===== config.mk =====
export PLATFORM = sky130hd
export DESIGN_NAME = apb_req_master
export DESIGN_NICKNAME = d
export VERILOG_FILES = /design/src/rtl/apb_req_master.sv
export SDC_FILE = /design/constraint.sdc
export NUM_CORES = 1
export LEC_CHECK = 0
export ABC_AREA = 1
export CAP_MARGIN = 20
export CORE_MARGIN = 2
export CORE_UTILIZATION = 36
export CTS_BUF_LIST = sky130_fd_sc_hd__clkbuf_8 sky130_fd_sc_hd__clkbuf_16
export DETAILED_ROUTE_END_ITERATION = 12
export PLACE_DENSITY_LB_ADDON = 0.2
export REMOVE_ABC_BUFFERS = 1
export SETUP_SLACK_MARGIN = 0.2
export SLEW_MARGIN = 10
export SYNTH_ARGS = -nofsm -noshare
export SYNTH_HDL_FRONTEND = slang
export SYNTH_SLANG_ARGS = --single-unit

===== constraint.sdc =====
create_clock -name clk -period 1.2 [get_ports clk]
set_clock_uncertainty 0.15 [all_clocks]
set_input_delay 0.24 -clock clk [delete_from_list [all_inputs] [get_ports clk]]
set_output_delay 0.24 -clock clk [all_outputs]
set_load 0.01 [all_outputs]

===== src/rtl/apb_req_master.sv =====
// apb_req_master: turns a valid/ready request stream into single APB4
// SETUP/ACCESS transfers and returns the result on a valid/ready response.
// Optional ACCESS timeout is compiled in with `define APB_MASTER_TIMEOUT_EN.
module apb_req_master #(
  parameter int DATA_WIDTH = 32,
  parameter int ADDR_WIDTH = 11,
  parameter int TIMEOUT    = 16
) (
  input  logic                    clk,
  input  logic                    reset_n,
  input  logic                    req_valid,
  output logic                    req_ready,
  input  logic                    req_write,
  input  logic [ADDR_WIDTH-1:0]   req_addr,
  input  logic                    req_prot,
  input  logic [DATA_WIDTH-1:0]   req_wdata,
  input  logic [DATA_WIDTH/8-1:0] req_strb,
  output logic                    rsp_valid,
  input  logic                    rsp_ready,
  output logic [DATA_WIDTH-1:0]   rsp_rdata,
  output logic                    rsp_err,
  output logic [ADDR_WIDTH-1:0]   paddr,
  output logic                    pprot,
  output logic                    psel,
  output logic                    penable,
  output logic                    pwrite,
  output logic [DATA_WIDTH-1:0]   pwdata,
  output logic [DATA_WIDTH/8-1:0] pstrb,
  input  logic                    pready,
  input  logic [DATA_WIDTH-1:0]   prdata,
  input  logic                    pslverr
);

  if (TIMEOUT < 1) begin : g_timeout_range
    $error("apb_req_master: TIMEOUT must be >= 1");
  end

  typedef enum logic [1:0] {IDLE, SETUP, ACCESS, RESP} state_t;

  state_t state, state_nxt;
  logic   accept, done, abort;

  assign accept = (state == IDLE) && req_valid && req_ready;
  assign done   = (state == ACCESS) && pready;

`ifdef APB_MASTER_TIMEOUT_EN
  localparam int CNT_W = ($clog2(TIMEOUT + 1) > 5) ? $clog2(TIMEOUT + 1) : 5;
  logic [CNT_W-1:0] to_cnt;

  // Count ACCESS cycles that ended without pready; cleared while in SETUP.
  always_ff @(posedge clk or negedge reset_n) begin
    if (!reset_n)                        to_cnt <= '0;
    else if (state == SETUP)             to_cnt <= '0;
    else if (state == ACCESS && !pready) to_cnt <= to_cnt + 1'b1;
  end

  // Abort on the TIMEOUT-th ACCESS cycle if the slave still has not answered.
  assign abort = (state == ACCESS) && !pready && (to_cnt == CNT_W'(TIMEOUT - 1));
`else
  assign abort = 1'b0;
`endif

  // State register.
  always_ff @(posedge clk or negedge reset_n) begin
    if (!reset_n) state <= IDLE;
    else          state <= state_nxt;
  end

  // Next-state logic: one transfer at a time, IDLE->SETUP->ACCESS->RESP.
  always_comb begin
    state_nxt = state;
    case (state)
      IDLE:    if (accept)        state_nxt = SETUP;
      SETUP:                      state_nxt = ACCESS;
      ACCESS:  if (done || abort) state_nxt = RESP;
      RESP:    if (rsp_ready)     state_nxt = IDLE;
      default:                    state_nxt = IDLE;
    endcase
  end

  // Registered outputs; APB fields are loaded straight from the request at
  // accept and then held for the whole transfer.
  always_ff @(posedge clk or negedge reset_n) begin
    if (!reset_n) begin
      req_ready <= 1'b0;
      rsp_valid <= 1'b0;
      rsp_rdata <= '0;
      rsp_err   <= 1'b0;
      paddr     <= '0;
      pprot     <= 1'b0;
      psel      <= 1'b0;
      penable   <= 1'b0;
      pwrite    <= 1'b0;
      pwdata    <= '0;
      pstrb     <= '0;
    end else begin
      req_ready <= (state_nxt == IDLE);
      if (accept) begin
        paddr   <= req_addr;
        pprot   <= req_prot;
        pwrite  <= req_write;
        pwdata  <= req_wdata;
        pstrb   <= req_write ? req_strb : '0;
        psel    <= 1'b1;
        penable <= 1'b0;
      end
      if (state == SETUP) penable <= 1'b1;
      if (done || abort) begin
        psel      <= 1'b0;
        penable   <= 1'b0;
        rsp_valid <= 1'b1;
        rsp_rdata <= (pwrite || abort) ? '0 : prdata;
        // pslverr only means something alongside pready; a timeout is an error.
        rsp_err   <= done ? pslverr : 1'b1;
      end
      if (state == RESP && rsp_ready) rsp_valid <= 1'b0;
    end
  end

endmodule

==> qor.csv, run 1 <==
stage,metric,value,unit
outcome,status,"finished, violations left",
outcome,violations,negative setup slack,
critical_path,crit_arrival,1400,ps
hold_path,hold_class,input port to flip-flop,
pwr,vdd_drop_max,1040,uV
critical_path,crit_path_start_kind,flip-flop,
critical_path,endpoint_kind,flip-flop,
synthesis,ys_warn_count,0,
global_routing,grt_pass1_wl,15700,um
global_routing,gr-usage-met1,24.0,%
timing,max_clock_freq,764,MHz
detailed_routing,first_pass_iters,4,
synthesis,synth_area_per_cell,9.08,um2
floorplanning,dieArea,10400,um2
timing,fin_crit_sh,109,%
clock_tree,cts_tree,yes,
place,dp_hpwl,6710,um
timing,fin_ws,-109,ps
synthesis,synth_area,3470,um2
clock_tree,htree_levels,3,
floorplanning,num_rows,35,
final_layout,antennaDiodeCount,0,
global_routing,grt_overflow,0,
timing,setup_violations,172,
detailed_routing,final_antenna_net_count,0,
detailed_routing,wl_per_cell,14.3,um
critical_path,path_cells,inv_2 -> nand3_4 -> buf_4 -> buf_6 -> nand2_1 -> nor2_1,
critical_path,cp_slowest_cell,dfrtp_1,
timing,slew_violations,0,
synthesis,ys_ff_latch,88,
critical_path,worstSetupPathType,flip-flop to flip-flop,
flow_run,max_cap_viol_count,0,
clock_tree,cts_num_sinks,88,
timing,rsz0062_at_grt,true,
clock_tree,clk_latency,340,ps
detailed_routing,drt_iter0_drc,57,
pwr,leakagePower,3.05,nW
global_routing,grt_pass1_vias,3219,
detailed_routing,post_drt_via_cell_ratio,4.52,
timing,relSlewSlack,82.9,%
floorplanning,die-height,102,um
place,post-place-ws,-329,ps
place,place_congestion,0.760,
critical_path,critPathRequiredTime,1290,ps
floorplanning,initial_core_util,37.3,%
place,io_buffers,172,
detailed_routing,routed_wl,10500,um
final_layout,areaGrowthSynthToFinish,68.5,%
pwr,power.density,2380,nW/um2
floorplanning,core-area,9280,um2
global_routing,grt_max_degree,47,
global_routing,grtUsageMet2,33.4,%
final_layout,final_net_count,686,
final_layout,num-fill-cells,805,
timing,hold_viol,0,
critical_path,crit_fanout,5,
clock_tree,root_buffer,clkbuf_8,
synthesis,seq_area_frac_synth,63.5,%
final_layout,drive_gt1_share,30.1,%
critical_path,critical-path-max-stage-delay,430,ps
global_routing,grtUsageTotal,19.4,%
synthesis,netlist_instances,382,
place,placed_cell_area,5480,um2
detailed_routing,vias,3315,
floorplanning,die_w,102,um
global_routing,top_usage_layer,met2,
clock_tree,ctsLongestPathBuffers,2,
clock_tree,cts.clk_slew.worst_paths,90,ps
final_layout,final_util,62.9,%
timing,tightest_slew,257,ps
floorplanning,io_pins,173,
global_routing,antenna_found_initial,0,
final_layout,final_area,5840,um2
detailed_routing,drc_errors,0,
timing,fin_crit,1310,ps
global_routing,use_met3,4.99,%
synthesis,ys_types,17,
clock_tree,cts_buffers,9,
==> registers in the layout, summed over array words and instances, names as in the netlist <==
signal     flops
rsp_err        1
rsp_valid      1
state          2
rsp_rdata     32
pprot          1
pstrb          4
req_ready      1
pwdata        32
psel           1
paddr         11
penable        1
pwrite         1
==> cell usage after synthesis <==
library cell / n / share of area, %
or2_2: 1 / 0.18
dfrtp_1: 88 / 64
inv_2: 1 / 0.11
o21ai_1: 1 / 0.14
nand2_1: 173 / 19
buf_2: 5 / 0.72
buf_1: 3 / 0.32
buf_4: 8 / 1.7
o211ai_1: 1 / 0.22
nand3_1: 47 / 6.8
a21oi_1: 1 / 0.14
inv_1: 6 / 0.65
o21ai_0: 35 / 5.1
nand3_2: 1 / 0.29
nor2_1: 2 / 0.22
buf_6: 1 / 0.32
clkbuf_1: 8 / 0.87
==> path summary, 6_finish.rpt <==
kind	startpoint	to	slack, ps	cells after the start
worst max-delay path	state[0]	req_ready	-110	6
worst min-delay path	req_wdata[24]	pwdata[24]	300	3
worst max register to register	state[0]	req_ready	-110	6
worst min register to register	pwdata[4]	pwdata[4]	330	2
max in group asynchronous	reset_n	pstrb[3]	360	3
min in group asynchronous	reset_n	rsp_rdata[1]	310	3
==> cell type report <==
type,instances,area [um2],area share (%)
multi-input cells,262,1170,20.0
flip-flops and latches,88,2200,37.7
clock inverters,7,65.1,1.11
well taps,129,161,2.76
clock buffers,9,124,2.12
inverters,7,31.3,0.535
repair buffers,231,2090,35.7
==> routing by layer <==
layer | up-vias | wire length (um)
met5 | - | 0
met3 | 6 | 845
met4 | 0 | 76
met2 | 124 | 5170
met1 | 1536 | 4360
li1 | 1649 | -
==> where the power goes <==
group / internal [mW] / switching (mW)
Clock: 0.945 / 1.02
Combinational: 3.54 / 3.26
Sequential: 4.31 / 0.848
Total: 8.79 / 5.13
==> critical path: cells and delay by family (launching register included) <==
family | cells | cell delay, ps
buffers and inverters | 3 | 390
DFF | 1 | 430
and+or+nand+nor | 3 | 250
==> cells by family after synthesis <==
group	count (synthesis)	share of synthesized area, %
AOI/OAI and AO/OA	38	5.56
and+or+nand+nor	224	26.2
buffers and inverters	32	4.73
DFF	88	63.5
==> metrics by stage <==
| step | power [mW] | instances | setup TNS [ps] | hold WS, ps |
|---|---|---|---|---|
| floorplan | 7.30 | 357 | -149240 | -206 |
| global placement | 11.3 | 681 | -29010 | 93.7 |
| detailed placement | 11.5 | 681 | -31130 | 94.6 |
| CTS | 13.1 | 713 | -13340 | 269 |
| global route | 14.9 | 733 | -21080 | 292 |
| finish | 13.9 | 733 | -11120 | 299 |
==> repair_timing <==
action | 4_1_cts | 5_1_grt
pin swaps | 6 | 3
gates cloned | 3 | 2
gates resized for setup | 402 | 34
setup endpoints to repair | 174 | 174
buffers inserted | 12 | 18
hold buffers | 1 | 0
hold endpoints to repair | 88 | 0
==> cell usage in the layout (no fill, tap or decap), types with 2 or more instances in the layout <==
cell / synthesis / layout
o21ai_1: 1 / 33
clkbuf_8: 0 / 9
buf_16: 0 / 3
inv_2: 1 / 3
nand2_4: 0 / 2
dfrtp_1: 88 / 87
clkbuf_16: 0 / 2
clkdlybuf4s50_1: 0 / 85
buf_12: 0 / 7
nand2_2: 0 / 6
inv_1: 6 / 4
nand3_2: 1 / 2
buf_6: 1 / 28
o21ai_2: 0 / 3
clkinvlp_4: 0 / 3
inv_4: 0 / 2
buf_4: 8 / 41
nand2_1: 173 / 165
nand3_1: 47 / 45
buf_2: 5 / 63
No activity file was read; power rests on OpenSTA's default activity.
==> run 2, diff against run 1 <==
Settings changed: ABC_CLOCK_PERIOD_IN_PS set to 1200.
==> results of run 2 <==
No change in the layout: final DEF, timing and power equal those of run 1.
==> run 3, diff against run 2 <==
Settings changed: GPL_TIMING_DRIVEN set to 0, TNS_END_PERCENT set to 5.
==> qor.csv, run 3 (synthesized netlist as in run 1, its figures left out) <==
stage,metric,value,unit,change
pwr,vdd_drop_max,1050,uV,+1.5%
final_layout,multi_input_area,1220,um2,+4.1%
flow_run,max_cap_viol_count,0,,unchanged
detailed_routing,final_antenna_net_count,0,,unchanged
critical_path,startpoint,state[0],,
floorplanning,initial_core_util,37.3,%,unchanged
clock_tree,cts_buffers,9,,unchanged
detailed_routing,vias,3292,,-0.69%
timing,setup_violations,173,,+0.58%
clock_tree,root_buffer,clkbuf_8,,
final_layout,final_common_cell,nand2_1,,
final_layout,antennaDiodeCount,0,,unchanged
critical_path,crit_fanout,24,,+19
clock_tree,clk_latency,340,ps,about the same
global_routing,grt_pass1_wl,16900,um,+7.4%
global_routing,use_met3,6.57,%,+1.6 points
pwr,power,14.0,mW,+0.80%
detailed_routing,wl_per_cell,15.2,um,+6.4%
critical_path,crit_arrival,1400,ps,about the same
critical_path,r2r_end,rsp_rdata[6],,
global_routing,antenna_found_initial,0,,unchanged
clock_tree,cts.clk_slew.worst_paths,90,ps,about the same
final_layout,reg_top3,"pwdata (32), rsp_rdata (32), paddr (11)",,
timing,max_clock_freq,748,MHz,-2.1%
final_layout,final_cell_mix,"nand2_1, dfrtp_1, clkdlybuf4s50_1",,
critical_path,endpoint_kind,flip-flop,,
critical_path,reg2regPathDepth,5,,-1
final_layout,finalNonFillerCells,708,,-3.4%
floorplanning,core-area,9280,um2,unchanged
detailed_routing,post_drt_via_cell_ratio,4.65,,+2.8%
global_routing,grt_overflow,0,,unchanged
timing,fin_setup_tns,-13120,ps,-2010 ps
clock_tree,cts_num_sinks,88,,unchanged
detailed_routing,drt_iter0_drc,58,,+1.8%
final_layout,num-fill-cells,817,,+1.5%
timing,fin_crit,1340,ps,+28.0 ps
detailed_routing,routed_wl,10700,um,+2.7%
final_layout,ff_latch_area,2200,um2,about the same
timing,tightest_slew,658,ps,+401 ps
global_routing,grtUsageTotal,21.0,%,+1.7 points
detailed_routing,first_pass_iters,4,,unchanged
pwr,power.density,2420,nW/um2,+1.4%
global_routing,gr-usage-met1,26.4,%,+2.4 points
place,dpl.cell_count,662,,-2.8%
critical_path,reg2reg_setup_slack,-140,ps,-30 ps
detailed_routing,drc_errors,0,,unchanged
place,dp_hpwl,6440,um,-4.1%
clock_tree,htree_levels,3,,unchanged
timing,fin_ws,-137,ps,-28.0 ps
floorplanning,die_w,102,um,unchanged
place,place_congestion,0.728,,-4.2%
clock_tree,cts_tree,yes,,
critical_path,timing.rr.start,state[0],,
floorplanning,dieArea,10400,um2,unchanged
critical_path,critPathRequiredTime,1270,ps,-20 ps
timing,whs,-229,ps,-528 ps
floorplanning,die-height,102,um,unchanged
place,io_buffers,172,,unchanged
timing,relSlewSlack,56.2,%,-27 points
final_layout,drive_gt1_share,27.5,%,-2.7 points
clock_tree,ctsLongestPathBuffers,2,,unchanged
final_layout,final_net_count,662,,-3.5%
timing,fin_crit_sh,111,%,+2.3 points
floorplanning,io_pins,173,,unchanged
timing,hold_viol,49,,+49
critical_path,worstSetupPathType,flip-flop to flip-flop,,
hold_path,hold_class,input port to async pin,,
floorplanning,num_rows,35,,unchanged
pwr,leakagePower,2.96,nW,-3.1%
global_routing,grtUsageMet2,35.0,%,+1.6 points
global_routing,top_usage_layer,met2,,
final_layout,areaGrowthSynthToFinish,67.6,%,
outcome,status,"finished, violations left",,
outcome,violations,"negative hold slack, negative setup slack",,
critical_path,crit_path_start_kind,flip-flop,,
timing,slew_violations,0,,unchanged
global_routing,grt_pass1_vias,3241,,+0.68%
global_routing,grt_max_degree,51,,+8.5%
timing,rsz0062_at_grt,true,,
==> run 3: routing by layer <==
layer / wire length [um] / part of all wire (%)
met2: 5170 / 48
met5: 0 / 0
met4: 116 / 1.1
met1: 4430 / 41
met3: 1020 / 9.5
==> run 3: worst max-delay path, cell delays in order (launching register included) <==
cell and delay [ps]:
dfrtp_1 440, inv_2 120, nand3_4 150, buf_12 200, nand2_1 70, o21ai_0 70
==> run 3: worst max-delay path by stage <==
stage	end	slack [ps]	cells after the start
final	rsp_rdata[6]	-140	5
after global routing	rsp_rdata[7]	-210	4
after CTS	paddr[3]	-120	6
after floorplan	pstrb[0]	-2590	3
after detailed placement	pstrb[0]	-1510	7
after global placement	pstrb[3]	-4620	3
==> run 3: layout make-up <==
cell class / count / share of cell area, %
Inverter: 7 / 0.840
Timing Repair inverter: 3 / 0.474
Tap cell: 129 / 2.78
Clock inverter: 5 / 1.68
Timing Repair Buffer: 202 / 32.9
Multi-Input combinational cell: 264 / 21.0
Clock buffer: 10 / 2.37
Sequential cell: 88 / 37.9
==> run 3: where the power goes <==
| group | internal [mW] | switching, mW |
|---|---|---|
| Sequential | 4.31 | 0.817 |
| Clock | 1.42 | 0.985 |
| Combinational | 3.23 | 3.27 |
| Total | 8.96 | 5.08 |
==> run 3: timing repair <==
item                                    CTS  global route
gates cloned                              9             0
endpoints found under the setup margin  174           174
pin swaps                                 9             1
endpoints found under the hold margin    49            49
gates resized for setup                 399            39
setup buffers                            22             0
==> run 3: metrics by stage <==
| stage | util [%] | instance area (um2) | setup WS [ps] |
|---|---|---|---|
| after floorplan | - | 3330 | -2590 |
| after global placement | 56.1 | 5210 | -4620 |
| after detailed placement | 57.2 | 5310 | -1510 |
| after CTS | 60.8 | 5650 | -116 |
| after global routing | 62.6 | 5810 | -211 |
| final | 62.6 | 5810 | -137 |
